[src/rtl/dctlb_fwd_buf_if.sv]
// Shared request/command payload types plus the bundled handshake interface
// between the dctlb forward ports, the invalidation command and the dcache pipes.
package dctlb_fwd_buf_pkg;
  typedef struct packed {
    logic        coreid;
    logic        prefetch;
    logic        l2_prefetch;
    logic [2:0]  fault;
    logic [10:0] hpaddr;
    logic [2:0]  ppaddr;
  } I_l1tlbtol1_fwd_type;

  typedef struct packed {
    logic [10:0] hpaddr;
  } I_l1tlbtol1_cmd_type;
endpackage

interface dctlb_fwd_buf_if #(
  parameter int CNTW = 8
);
  import dctlb_fwd_buf_pkg::*;

  logic                l1tlbtol1_fwd0_valid;
  logic                l1tlbtol1_fwd0_retry;
  I_l1tlbtol1_fwd_type l1tlbtol1_fwd0;
  logic                l1tlbtol1_fwd1_valid;
  logic                l1tlbtol1_fwd1_retry;
  I_l1tlbtol1_fwd_type l1tlbtol1_fwd1;
  logic                l1tlbtol1_cmd_valid;
  logic                l1tlbtol1_cmd_retry;
  I_l1tlbtol1_cmd_type l1tlbtol1_cmd;
  logic                fwdbuftol1_ld_valid;
  logic                fwdbuftol1_ld_retry;
  I_l1tlbtol1_fwd_type fwdbuftol1_ld;
  logic                fwdbuftol1_st_valid;
  logic                fwdbuftol1_st_retry;
  I_l1tlbtol1_fwd_type fwdbuftol1_st;
  logic [CNTW-1:0]     fwdbuf_inval_cnt;

  // master: TLB / dcache side environment; slave: the forward buffer itself
  modport master (
    output l1tlbtol1_fwd0_valid, l1tlbtol1_fwd0, input l1tlbtol1_fwd0_retry,
    output l1tlbtol1_fwd1_valid, l1tlbtol1_fwd1, input l1tlbtol1_fwd1_retry,
    output l1tlbtol1_cmd_valid, l1tlbtol1_cmd, input l1tlbtol1_cmd_retry,
    input fwdbuftol1_ld_valid, fwdbuftol1_ld, output fwdbuftol1_ld_retry,
    input fwdbuftol1_st_valid, fwdbuftol1_st, output fwdbuftol1_st_retry,
    input fwdbuf_inval_cnt
  );

  modport slave (
    input l1tlbtol1_fwd0_valid, l1tlbtol1_fwd0, output l1tlbtol1_fwd0_retry,
    input l1tlbtol1_fwd1_valid, l1tlbtol1_fwd1, output l1tlbtol1_fwd1_retry,
    input l1tlbtol1_cmd_valid, l1tlbtol1_cmd, output l1tlbtol1_cmd_retry,
    output fwdbuftol1_ld_valid, fwdbuftol1_ld, input fwdbuftol1_ld_retry,
    output fwdbuftol1_st_valid, fwdbuftol1_st, input fwdbuftol1_st_retry,
    output fwdbuf_inval_cnt
  );
endinterface

[src/rtl/dctlb_fwd_buf.sv]
// Load/store forward buffer: two independent in-order FIFOs with in-place stale marking.
// Optional macro PREFETCH_DROP_EN: prefetches arriving near-full are accepted and discarded.
module dctlb_fwd_fifo
  import dctlb_fwd_buf_pkg::*;
#(
  parameter int DEPTH = 4,
  parameter int NW    = 3
) (
  input  logic                clk,
  input  logic                reset,
  input  logic                in_valid,
  output logic                in_retry,
  input  I_l1tlbtol1_fwd_type in_data,
  output logic                out_valid,
  input  logic                out_retry,
  output I_l1tlbtol1_fwd_type out_data,
  input  logic                cmd_valid,
  input  logic [10:0]         cmd_hpaddr,
  output logic [NW-1:0]       inval_n
);
  localparam int AW = $clog2(DEPTH);
  localparam logic [AW:0] OCC_FULL = (AW+1)'(DEPTH);
`ifdef PREFETCH_DROP_EN
  localparam logic [AW:0] OCC_HIGH = (AW+1)'(DEPTH-1);
`endif
  localparam logic [2:0] STALE = 3'b111;

  I_l1tlbtol1_fwd_type [DEPTH-1:0] mem_q, mem_d;
  I_l1tlbtol1_fwd_type             in_patched;
  logic [AW-1:0] wr_ptr_q, wr_ptr_d, rd_ptr_q, rd_ptr_d, off;
  logic [AW:0]   occ_q, occ_d;
  logic          enq, pop, in_hit;

  always_comb begin
`ifdef PREFETCH_DROP_EN
    // a prefetch is never back-pressured; near-full it is swallowed instead of stored
    in_retry = (occ_q == OCC_FULL) && !in_data.prefetch;
    enq      = in_valid && !in_retry && !(in_data.prefetch && (occ_q >= OCC_HIGH));
`else
    in_retry = (occ_q == OCC_FULL);
    enq      = in_valid && !in_retry;
`endif
    pop        = (occ_q != '0) && !out_retry;
    in_hit     = cmd_valid && (in_data.hpaddr == cmd_hpaddr) && (in_data.fault != STALE);
    in_patched = in_data;
    if (in_hit) in_patched.fault = STALE;

    inval_n = '0;
    mem_d   = mem_q;
    off     = '0;
    // slot i is live when its distance from the read pointer is below occupancy
    for (int i = 0; i < DEPTH; i++) begin
      off = AW'(i) - rd_ptr_q;
      if (cmd_valid && ({1'b0, off} < occ_q) && (mem_q[i].hpaddr == cmd_hpaddr) &&
          (mem_q[i].fault != STALE)) begin
        mem_d[i].fault = STALE;
        inval_n        = inval_n + NW'(1);
      end
    end
    if (enq) begin
      mem_d[wr_ptr_q] = in_patched;
      if (in_hit) inval_n = inval_n + NW'(1);
    end

    wr_ptr_d = wr_ptr_q + AW'(enq);
    rd_ptr_d = rd_ptr_q + AW'(pop);
    occ_d    = occ_q + (AW+1)'(enq) - (AW+1)'(pop);
  end

  always_ff @(posedge clk or negedge reset) begin
    if (!reset) begin
      wr_ptr_q <= '0;
      rd_ptr_q <= '0;
      occ_q    <= '0;
    end else begin
      wr_ptr_q <= wr_ptr_d;
      rd_ptr_q <= rd_ptr_d;
      occ_q    <= occ_d;
    end
  end

  always_ff @(posedge clk) begin
    mem_q <= mem_d;
  end

  assign out_valid = (occ_q != '0);
  assign out_data  = mem_q[rd_ptr_q];
endmodule

module dctlb_fwd_buf
  import dctlb_fwd_buf_pkg::*;
#(
  parameter int DEPTH = 4,
  parameter int CNTW  = 8
) (
  input logic           clk,
  input logic           reset,
  dctlb_fwd_buf_if.slave bus
);
  localparam int NUM_LANES = 2;
  localparam int NW        = $clog2(DEPTH + 2);
  localparam int SW        = CNTW + NW + 1;
  localparam logic [SW-1:0] CNT_MAX = SW'({CNTW{1'b1}});

  // lane 0 carries loads (fwd0 -> ld), lane 1 carries stores (fwd1 -> st)
  logic [NUM_LANES-1:0]               in_valid, in_retry, out_valid, out_retry;
  I_l1tlbtol1_fwd_type [NUM_LANES-1:0] in_data, out_data;
  logic [NUM_LANES-1:0][NW-1:0]        inval_n;
  logic [CNTW-1:0]                     cnt_q, cnt_d;
  logic [SW-1:0]                       cnt_sum;

  assign in_valid  = {bus.l1tlbtol1_fwd1_valid, bus.l1tlbtol1_fwd0_valid};
  assign in_data   = {bus.l1tlbtol1_fwd1, bus.l1tlbtol1_fwd0};
  assign out_retry = {bus.fwdbuftol1_st_retry, bus.fwdbuftol1_ld_retry};

  generate
    for (genvar g = 0; g < NUM_LANES; g++) begin : g_lane
      dctlb_fwd_fifo #(
        .DEPTH (DEPTH),
        .NW    (NW)
      ) u_fifo (
        .clk        (clk),
        .reset      (reset),
        .in_valid   (in_valid[g]),
        .in_retry   (in_retry[g]),
        .in_data    (in_data[g]),
        .out_valid  (out_valid[g]),
        .out_retry  (out_retry[g]),
        .out_data   (out_data[g]),
        .cmd_valid  (bus.l1tlbtol1_cmd_valid),
        .cmd_hpaddr (bus.l1tlbtol1_cmd.hpaddr),
        .inval_n    (inval_n[g])
      );
    end
  endgenerate

  always_comb begin
    cnt_sum = SW'(cnt_q) + SW'(inval_n[0]) + SW'(inval_n[1]);
    cnt_d   = (cnt_sum > CNT_MAX) ? CNT_MAX[CNTW-1:0] : cnt_sum[CNTW-1:0];
  end

  always_ff @(posedge clk or negedge reset) begin
    if (!reset) cnt_q <= '0;
    else        cnt_q <= cnt_d;
  end

  assign bus.l1tlbtol1_fwd0_retry = in_retry[0];
  assign bus.l1tlbtol1_fwd1_retry = in_retry[1];
  assign bus.l1tlbtol1_cmd_retry  = 1'b0;
  assign bus.fwdbuftol1_ld_valid  = out_valid[0];
  assign bus.fwdbuftol1_ld        = out_data[0];
  assign bus.fwdbuftol1_st_valid  = out_valid[1];
  assign bus.fwdbuftol1_st        = out_data[1];
  assign bus.fwdbuf_inval_cnt     = cnt_q;
endmodule
[src/flat_wrapper.sv]
// flat-port wrapper written by rule: the top's interface ports become plain ports
module dctlb_fwd_buf_flat import dctlb_fwd_buf_pkg::*;
#(
  parameter int DEPTH = 4,
  parameter int CNTW  = 8
)
  (clk, reset, bus_l1tlbtol1_fwd0_valid, bus_l1tlbtol1_fwd0, bus_l1tlbtol1_fwd0_retry, bus_l1tlbtol1_fwd1_valid, bus_l1tlbtol1_fwd1, bus_l1tlbtol1_fwd1_retry, bus_l1tlbtol1_cmd_valid, bus_l1tlbtol1_cmd, bus_l1tlbtol1_cmd_retry, bus_fwdbuftol1_ld_valid, bus_fwdbuftol1_ld, bus_fwdbuftol1_ld_retry, bus_fwdbuftol1_st_valid, bus_fwdbuftol1_st, bus_fwdbuftol1_st_retry, bus_fwdbuf_inval_cnt);
  dctlb_fwd_buf_if #(.CNTW(CNTW)) bus_i ();
  input logic clk;
  input logic reset;
  input wire logic [$bits(bus_i.l1tlbtol1_fwd0_valid)-1:0] bus_l1tlbtol1_fwd0_valid;
  input wire logic [$bits(bus_i.l1tlbtol1_fwd0)-1:0] bus_l1tlbtol1_fwd0;
  output wire logic [$bits(bus_i.l1tlbtol1_fwd0_retry)-1:0] bus_l1tlbtol1_fwd0_retry;
  input wire logic [$bits(bus_i.l1tlbtol1_fwd1_valid)-1:0] bus_l1tlbtol1_fwd1_valid;
  input wire logic [$bits(bus_i.l1tlbtol1_fwd1)-1:0] bus_l1tlbtol1_fwd1;
  output wire logic [$bits(bus_i.l1tlbtol1_fwd1_retry)-1:0] bus_l1tlbtol1_fwd1_retry;
  input wire logic [$bits(bus_i.l1tlbtol1_cmd_valid)-1:0] bus_l1tlbtol1_cmd_valid;
  input wire logic [$bits(bus_i.l1tlbtol1_cmd)-1:0] bus_l1tlbtol1_cmd;
  output wire logic [$bits(bus_i.l1tlbtol1_cmd_retry)-1:0] bus_l1tlbtol1_cmd_retry;
  output wire logic [$bits(bus_i.fwdbuftol1_ld_valid)-1:0] bus_fwdbuftol1_ld_valid;
  output wire logic [$bits(bus_i.fwdbuftol1_ld)-1:0] bus_fwdbuftol1_ld;
  input wire logic [$bits(bus_i.fwdbuftol1_ld_retry)-1:0] bus_fwdbuftol1_ld_retry;
  output wire logic [$bits(bus_i.fwdbuftol1_st_valid)-1:0] bus_fwdbuftol1_st_valid;
  output wire logic [$bits(bus_i.fwdbuftol1_st)-1:0] bus_fwdbuftol1_st;
  input wire logic [$bits(bus_i.fwdbuftol1_st_retry)-1:0] bus_fwdbuftol1_st_retry;
  output wire logic [$bits(bus_i.fwdbuf_inval_cnt)-1:0] bus_fwdbuf_inval_cnt;
  assign bus_i.l1tlbtol1_fwd0_valid = bus_l1tlbtol1_fwd0_valid;
  assign bus_i.l1tlbtol1_fwd0 = bus_l1tlbtol1_fwd0;
  assign bus_l1tlbtol1_fwd0_retry = bus_i.l1tlbtol1_fwd0_retry;
  assign bus_i.l1tlbtol1_fwd1_valid = bus_l1tlbtol1_fwd1_valid;
  assign bus_i.l1tlbtol1_fwd1 = bus_l1tlbtol1_fwd1;
  assign bus_l1tlbtol1_fwd1_retry = bus_i.l1tlbtol1_fwd1_retry;
  assign bus_i.l1tlbtol1_cmd_valid = bus_l1tlbtol1_cmd_valid;
  assign bus_i.l1tlbtol1_cmd = bus_l1tlbtol1_cmd;
  assign bus_l1tlbtol1_cmd_retry = bus_i.l1tlbtol1_cmd_retry;
  assign bus_fwdbuftol1_ld_valid = bus_i.fwdbuftol1_ld_valid;
  assign bus_fwdbuftol1_ld = bus_i.fwdbuftol1_ld;
  assign bus_i.fwdbuftol1_ld_retry = bus_fwdbuftol1_ld_retry;
  assign bus_fwdbuftol1_st_valid = bus_i.fwdbuftol1_st_valid;
  assign bus_fwdbuftol1_st = bus_i.fwdbuftol1_st;
  assign bus_i.fwdbuftol1_st_retry = bus_fwdbuftol1_st_retry;
  assign bus_fwdbuf_inval_cnt = bus_i.fwdbuf_inval_cnt;
  dctlb_fwd_buf #(.DEPTH(DEPTH), .CNTW(CNTW)) u_core (.clk(clk), .reset(reset), .bus(bus_i));
endmodule
[config.mk]
export PLATFORM = sky130hd
export DESIGN_NAME = dctlb_fwd_buf_flat
export DESIGN_NICKNAME = d
export VERILOG_FILES = /design/src/rtl/dctlb_fwd_buf_if.sv /design/src/rtl/dctlb_fwd_buf.sv /design/src/flat_wrapper.sv
export SDC_FILE = /design/constraint.sdc
export NUM_CORES = 1
export LEC_CHECK = 0
export CORE_MARGIN = 2
export CORE_UTILIZATION = 35
export DETAILED_ROUTE_END_ITERATION = 7
export HOLD_SLACK_MARGIN = 0.02
export PLACE_DENSITY = 0.53
export SYNTH_ARGS = -nofsm -noshare
export SYNTH_HDL_FRONTEND = slang
export SYNTH_SLANG_ARGS = --single-unit
[constraint.sdc]
create_clock -name clk -period 5.35 [get_ports clk]
set_input_delay 1.07 -clock clk [delete_from_list [all_inputs] [get_ports clk]]
set_output_delay 1.07 -clock clk [all_outputs]
set_load 0.01 [all_outputs]
==> impl_metrics.py, run 1 <==
metrics = {
    "clock_network": {
        "cts_root_buf": "clkbuf_16",
        "cts_tree": "yes",
        "clkTransAtPathRegs_ns": 0.08,
        "insertion_delay_ns": 0.44,
        "clock-sinks": 182,
        "clk_path_buf_depth": 2,
        "hold_buffers": 0,
        "htree_levels": 4,
        "numCtsBuffers": 17,
    },
    "grt": {
        "grt_pass1_vias": 6802,
        "grt_max_degree": 25,
        "grt_first_pass_wirelength_um": 40000,
        "gr-total-overflow": 0,
        "grt_usage": 0.187,
        "antenna_found_initial": 0,
    },
    "run_status": {
        "status": "complete, but fails checks",
        "violations": "setup timing",
    },
    "timing": {
        "tns_ns": -0.496,
        "fin_skew_ns": 0.0161,
        "whs_ns": 0.499,
        "period_minus_slack_ns": 5.44,
        "grt_setup_unrepaired": "true",
        "hold_viol": 0,
        "finalMaxSlewViolations": 0,
        "finalCritPeriodShare": 1.02,
        "slew_headroom": 0.260,
        "final.setup.worst_slack_ns": -0.0873,
        "worst_pin_slew_ns": 1.11,
        "finalSetupViolCount": 8,
        "fmax_ghz": 0.184,
    },
    "cells_and_area": {
        "fin_nets": 984,
        "synthToLayoutAreaGrowth_pct": 30.5,
        "final_cells": 1245,
        "post-route-util": 0.461,
        "fin_area_um2": 12300,
        "antenna_cells": 0,
        "drive_gt1_frac": 0.235,
        "nFillCells": 2403,
    },
    "yosys": {
        "synth-main-ff-cell": "edfxtp_1",
        "synth_fp_nets": 804,
        "synth_async_sr_flop_share": 0.121,
        "syn_inst": 711,
        "ys_seq_elements": 182,
        "seq_area_frac_synth": 0.541,
        "synth_top_area_cell": "edfxtp_1",
        "synthTopCellsByArea": "edfxtp_1 43%, mux4_2 9.5%, xnor2_1 6.7%, dfrtp_1 5.8%, xor2_1 5.7%",
        "netlist-cell-type-count": 56,
        "synth_top_area_share": 0.432,
        "synthTopCellsByCount": "136 x edfxtp_1, 72 x xnor2_1, 61 x xor2_1",
        "yosysMostFrequentCell": "edfxtp_1",
        "postSynthAreaPerCell_um2": 13.3,
        "ys_warn_count": 0,
        "synth_edf_count": 136,
        "syn_area_um2": 9450,
    },
    "pwr": {
        "p_clk_frac": 0.224,
        "p_int_mw": 3.76,
        "seq_power_share": 0.376,
        "pwr-share-comb": 0.401,
        "power.switching_mw": 2.03,
        "swShare": 0.350,
        "p_per_area_nw_per_um2": 469,
        "peakVddDrop_mv": 0.202,
        "p_leak_nw": 4.66,
        "power_mw": 5.79,
    },
    "floorplanning": {
        "die_area_um2": 28300,
        "start_util": 0.354,
        "die_w_um": 168,
        "die_h_um": 168,
        "io_pins": 111,
        "rows": 60,
        "placeableCoreArea_um2": 26700,
    },
    "min_path": {
        "min_path_type": "flop to flop",
    },
    "place": {
        "dp_cells": 1200,
        "place_ws_ns": -1.19,
        "dp.final_hpwl_um": 18900,
        "place_congestion": 0.854,
        "io_buffers": 109,
        "placed_cell_area_um2": 11400,
    },
    "route": {
        "drc": 0,
        "drt.antenna.violating_nets": 0,
        "first_pass_iters": 5,
        "met2_length_um": 12300,
        "avgViaCountPerCell": 5.14,
        "drt_wl_total_um": 26000,
        "route.vias.total": 6401,
        "wl_per_cell_um": 20.9,
        "m1WireLength_um": 12100,
        "met3_length_um": 1280,
        "drt_iter0_markers": 379,
        "dr.max_layer_used": "met4",
    },
    "critical_path": {
        "required_ns": 5.67,
        "start_kind": "primary input",
        "critPathArrivalTime_ns": 5.76,
        "critPathCaptureType": "flop",
        "critPathMaxFanout": 6,
        "crit_type": "primary input to flop",
    },
    "job": {
        "maxCapViolations": 0,
    },
}
## registers in the layout (all words and copies together) (netlist names)
name,flops
u_core.g_lane.u_fifo.wr_ptr_q,4
u_core.bus.fwdbuf_inval_cnt,8
u_core.g_lane.u_fifo.mem_q,160
u_core.g_lane.u_fifo.occ_q,6
u_core.g_lane.u_fifo.rd_ptr_q,4
## layout by cell type, fill, tap and decap left out, types with 4 or more instances in the layout
cell type	synthesis	final
xnor2_1	72	68
dfxtp_1	24	24
a21oi_1	33	32
xor2_2	0	5
inv_6	0	4
xnor2_2	0	4
ha_4	0	5
buf_6	2	6
nor4_2	1	4
nor2_1	31	31
nand3_1	21	21
edfxtp_1	136	136
mux4_2	40	40
nand2_1	31	29
clkdlybuf4s50_1	0	98
dfrtp_1	22	22
nor4_1	15	10
inv_1	38	35
a21o_1	4	4
ha_1	31	26
xor2_1	61	53
nand2b_1	14	13
a31oi_1	5	4
buf_4	6	77
o21ai_0	14	13
inv_8	0	5
or2_2	6	6
dlygate4sd2_1	0	4
nand4_1	22	22
nor3_1	6	4
nor2b_1	8	7
clkbuf_16	0	17
and4_1	6	5
## layout make-up
| class | count | area [um2] | area share |
|---|---|---|---|
| repair buffers | 191 | 1720 | 0.139 |
| flip-flops and latches | 182 | 5110 | 0.415 |
| multi-input cells | 461 | 4330 | 0.351 |
| clock inverters | 15 | 176 | 0.0143 |
| inverters | 38 | 145 | 0.0118 |
| clock buffers | 17 | 425 | 0.0345 |
| well taps | 341 | 427 | 0.0346 |
## worst max-delay path: stages
cell and delay [ns]:
dlygate4sd2_1 0.24, buf_6 0.14, xnor2_2 0.15, nand3_1 0.12
or4_4 0.60, ha_4 0.32, xor2_4 0.16, inv_2 0.07
ha_4 0.25, nand2_2 0.07, nand2_2 0.06, ha_4 0.24
nor2b_2 0.11, a21oi_2 0.05, fa_1 0.52, inv_2 0.05
fa_2 0.34, nand2b_4 0.15, a221oi_4 0.29, maj3_2 0.23
a22o_1 0.14, buf_4 0.11, buf_6 0.09, and3_1 0.13
a21oi_1 0.05
## cells by family after synthesis
logic type      count (synthesis)  synth area share
flops                         182             0.541
fa+ha+maj                      36            0.0506
other cells                     1          0.000397
compound gates                 67            0.0418
buf+inv                        68            0.0327
simple gates                  180             0.107
mux                            41            0.0963
xor+xnor                      136             0.130
## power by group through the flow
stage,Sequential (mW),Combinational [mW],Clock (mW)
floorplan,2.10,1.36,0
global placement,2.17,2.30,0
detailed placement,2.20,2.30,0
CTS,2.17,2.34,1.32
global route,2.21,2.52,1.38
finish,2.17,2.32,1.29
## repair_timing
item / 4_1_cts / 5_1_grt
buffers inserted: 10 / 3
endpoints found under the setup margin: 8 / 8
pin swaps: 18 / 21
resized for setup: 54 / 23
## final timing paths
check	cells after the start	slack, ns	from	endpoint
max in group asynchronous	1	3.45	reset	u_core.g_lane[1].u_fifo.wr_ptr_q[0]$_DFF_PN0_
min in group asynchronous	1	1.23	reset	u_core.bus.fwdbuf_inval_cnt[3]$_DFF_PN0_
max reg2reg	26	0.05	u_core.g_lane[0].u_fifo.rd_ptr_q[1]$_DFF_PN0_	u_core.bus.fwdbuf_inval_cnt[6]$_DFF_PN0_
min reg2reg	2	0.50	u_core.g_lane[1].u_fifo.mem_q[35]$_DFF_P_	u_core.g_lane[1].u_fifo.mem_q[35]$_DFF_P_
min	2	0.50	u_core.g_lane[1].u_fifo.mem_q[35]$_DFF_P_	u_core.g_lane[1].u_fifo.mem_q[35]$_DFF_P_
max	25	-0.09	bus_l1tlbtol1_cmd[6]	u_core.bus.fwdbuf_inval_cnt[6]$_DFF_PN0_
## metal layers
layer | up-vias | global-route usage
met5 | - | 0
met4 | 0 | 0.0513
met3 | 20 | 0.0320
met2 | 171 | 0.300
met1 | 3237 | 0.264
li1 | 2973 | -
Note: power is estimated with default switching activity, not from simulation.
==> run 2: changes to the inputs <==
--- a/config.mk
+++ b/config.mk
@@ -12,4 +12,5 @@
 export PLACE_DENSITY = 0.53
 export SYNTH_ARGS = -nofsm -noshare
 export SYNTH_HDL_FRONTEND = slang
+export SYNTH_HIERARCHICAL = 1
 export SYNTH_SLANG_ARGS = --single-unit
==> impl_metrics.py, run 2 <==
metrics = {
    "grt": {
        "grt_max_degree": 24,
        "grt_pass1_vias": 6731,
        "grt_first_pass_wirelength_um": 39000,
        "grt_usage": 0.186,
        "gr-total-overflow": 0,
        "antenna_found_initial": 0,
    },
    "critical_path": {
        "critPathMaxStageDelay_ns": 0.48,
        "crit_type": "primary input to flop",
        "path_depth": 24,
        "critPathArrivalTime_ns": 5.55,
        "cp_slowest_cell": "fa_1",
        "required_ns": 5.69,
        "path_buf_inv": 7,
        "r2r_cells": 20,
        "critPathMaxFanout": 4,
        "r2r_slack_ns": 0.39,
        "critPathCaptureType": "flop",
        "cp_cell_sequence": "dlygate4sd2_1, buf_6, xor2_1, nor4_1, and3_1, nand4_1, inv_1, ha_2, inv_2, o41a_4, a21oi_4, ha_4, a21o_1, ha_1, inv_1, a2bb2oi_2, inv_1, fa_1, inv_1, ha_2, fa_2, a21o_1, nand4_1, mux2_4",
        "start_kind": "primary input",
        "crit_top_cell": "inv_1",
        "crit_family": "adder cells",
    },
    "min_path": {
        "min_path_cells": 2,
        "min_path_type": "flop to flop",
    },
    "yosys": {
        "synthXorXnorAreaFrac": 0.126,
        "yosysMostFrequentCell": "edfxtp_1",
        "ys_seq_elements": 182,
        "synthSimpleGateAreaFrac": 0.0882,
        "netlist-cell-type-count": 63,
        "muxShareOfSynthArea": 0.108,
        "seq_area_frac_synth": 0.550,
        "synth-main-ff-cell": "edfxtp_1",
        "synth_top_family_by_area": "XOR/XNOR gates",
        "synth_top_area_share": 0.439,
        "synthTopCellsByCount": "136 x edfxtp_1, 83 x xnor2_1, 45 x xor2_1",
        "synthAdderAreaFrac": 0.0506,
        "synth_top_area_cell": "edfxtp_1",
        "syn_inst": 667,
        "ys_warn_count": 6,
        "synth_async_sr_flop_share": 0.121,
        "synthTopCellsByArea": "edfxtp_1 44%, mux4_2 9.7%, xnor2_1 7.8%, dfrtp_1 5.9%, dfxtp_1 5.2%",
        "synth_edf_count": 136,
        "synth-compound-area-share": 0.0436,
        "postSynthAreaPerCell_um2": 13.9,
        "syn_area_um2": 9300,
        "synth_fp_nets": 759,
    },
    "cells_and_area": {
        "max_flop_register": "u_core/g_lane.u_fifo/mem_q",
        "antenna_cells": 0,
        "fin_area_um2": 12400,
        "final_cells": 1216,
        "final_cell_mix": "136 x edfxtp_1, 98 x clkdlybuf4s50_1, 98 x buf_4",
        "largest_register_ffs": 160,
        "seqCellArea_um2": 5110,
        "nFillCells": 2259,
        "final_common_cell": "edfxtp_1",
        "multi_input_comb_area_um2": 4170,
        "drive_gt1_frac": 0.274,
        "post-route-util": 0.476,
        "synthToLayoutAreaGrowth_pct": 33.3,
        "fin_nets": 960,
    },
    "route": {
        "met2_length_um": 13200,
        "drt.antenna.violating_nets": 0,
        "dr.max_layer_used": "met4",
        "avgViaCountPerCell": 5.15,
        "first_pass_iters": 5,
        "drt_wl_total_um": 25800,
        "wl_per_cell_um": 21.3,
        "met3_length_um": 1290,
        "route.vias.total": 6268,
        "drt_iter0_markers": 367,
        "m1WireLength_um": 10800,
        "drc": 0,
    },
    "timing": {
        "fin_skew_ns": 0.0179,
        "slew_headroom": 0.272,
        "finalSetupViolCount": 0,
        "period_minus_slack_ns": 5.21,
        "whs_ns": 0.524,
        "fmax_ghz": 0.192,
        "hold_viol": 0,
        "finalMaxSlewViolations": 0,
        "worst_pin_slew_ns": 1.09,
        "final.setup.worst_slack_ns": 0.140,
        "finalCritPeriodShare": 0.974,
        "tns_ns": 0,
    },
    "pwr": {
        "swShare": 0.349,
        "seq_power_share": 0.370,
        "pwr-share-comb": 0.395,
        "peakVddDrop_mv": 0.311,
        "p_clk_frac": 0.234,
        "p_leak_nw": 4.61,
        "p_int_mw": 3.83,
        "power.switching_mw": 2.06,
        "p_per_area_nw_per_um2": 475,
        "power_mw": 5.89,
    },
    "place": {
        "placed_cell_area_um2": 11200,
        "dp_cells": 1145,
        "io_buffers": 109,
        "dp.final_hpwl_um": 18300,
        "place_ws_ns": -0.852,
        "place_congestion": 0.893,
    },
    "clock_network": {
        "insertion_delay_ns": 0.45,
        "htree_levels": 4,
        "cts_tree": "yes",
        "cts_root_buf": "clkbuf_16",
        "clk_path_buf_depth": 2,
        "numCtsBuffers": 17,
        "clock-sinks": 182,
        "clkTransAtPathRegs_ns": 0.09,
    },
    "floorplanning": {
        "die_h_um": 167,
        "die_w_um": 167,
        "start_util": 0.357,
        "placeableCoreArea_um2": 26100,
        "io_pins": 111,
        "die_area_um2": 27900,
        "rows": 59,
    },
    "job": {
        "maxCapViolations": 0,
    },
    "run_status": {
        "status": "finished clean",
    },
}
-- run 2: path summary, 6_finish.rpt --
kind / from / to
worst max-delay path: bus_l1tlbtol1_cmd[3] / u_core/bus.fwdbuf_inval_cnt[7]$_DFF_PN0_
min in group asynchronous: reset / u_core/bus.fwdbuf_inval_cnt[6]$_DFF_PN0_
worst min register to register: u_core/g_lane[1].u_fifo/mem_q[36]$_DFF_P_ / u_core/g_lane[1].u_fifo/mem_q[36]$_DFF_P_
worst min-delay path: u_core/g_lane[1].u_fifo/mem_q[36]$_DFF_P_ / u_core/g_lane[1].u_fifo/mem_q[36]$_DFF_P_
max in group asynchronous: reset / u_core/g_lane[1].u_fifo/wr_ptr_q[1]$_DFF_PN0_
worst max register to register: u_core/g_lane[0].u_fifo/rd_ptr_q[0]$_DFF_PN0_ / u_core/bus.fwdbuf_inval_cnt[7]$_DFF_PN0_
-- run 2: logic make-up after synthesis --
group | count (synthesis)
AND/OR/NAND/NOR | 140
buffers and inverters | 72
multiplexers | 49
flip-flops | 182
AO/OA/AOI/OAI | 59
adder cells (fa/ha/maj) | 34
XOR/XNOR | 130
other | 1
-- run 2: area by class of cell --
class / count / area share
Sequential cell: 182 / 0.413
Multi-Input combinational cell: 413 / 0.336
Timing Repair Buffer: 216 / 0.153
Clock buffer: 17 / 0.0343
Tap cell: 335 / 0.0338
Clock inverter: 15 / 0.0185
Inverter: 38 / 0.0115
-- run 2: worst register-to-register path, stage by stage (launching register included) --
cell and delay [ns]:
dfrtp_1 0.41, xor2_1 0.27, inv_1 0.07, ha_1 0.27, nor2b_4 0.13, a2111oi_2 0.36
nor4b_4 0.33, buf_4 0.19, xor2_2 0.16, ha_1 0.25, mux2_4 0.29, ha_4 0.26
mux2_4 0.13, inv_1 0.05, fa_1 0.50, inv_1 0.04, ha_2 0.18, fa_2 0.35
a21o_1 0.21, nand4_1 0.11, mux2_4 0.31
-- run 2: what timing repair did --
item                       4_1_cts  5_1_grt
pin swaps                       25       26
setup endpoints to repair        8       11
hold buffers                     0        0
buffers inserted                38        3
resized for setup               34       33
-- run 2: power by group through the flow --
stage | Combinational, mW | Sequential [mW] | Clock, mW
floorplan | 1.37 | 2.11 | 0
detailed placement | 2.31 | 2.20 | 0
CTS | 2.35 | 2.18 | 1.41
finish | 2.33 | 2.18 | 1.38
global route | 2.52 | 2.22 | 1.47
global placement | 2.30 | 2.18 | 0
-- run 2: per-layer routing --
| layer | global-route usage | up-vias |
|---|---|---|
| met2 | 0.320 | 235 |
| met4 | 0.0652 | 0 |
| met5 | 0 | - |
| li1 | - | 2862 |
| met3 | 0.0387 | 40 |
| met1 | 0.233 | 3131 |
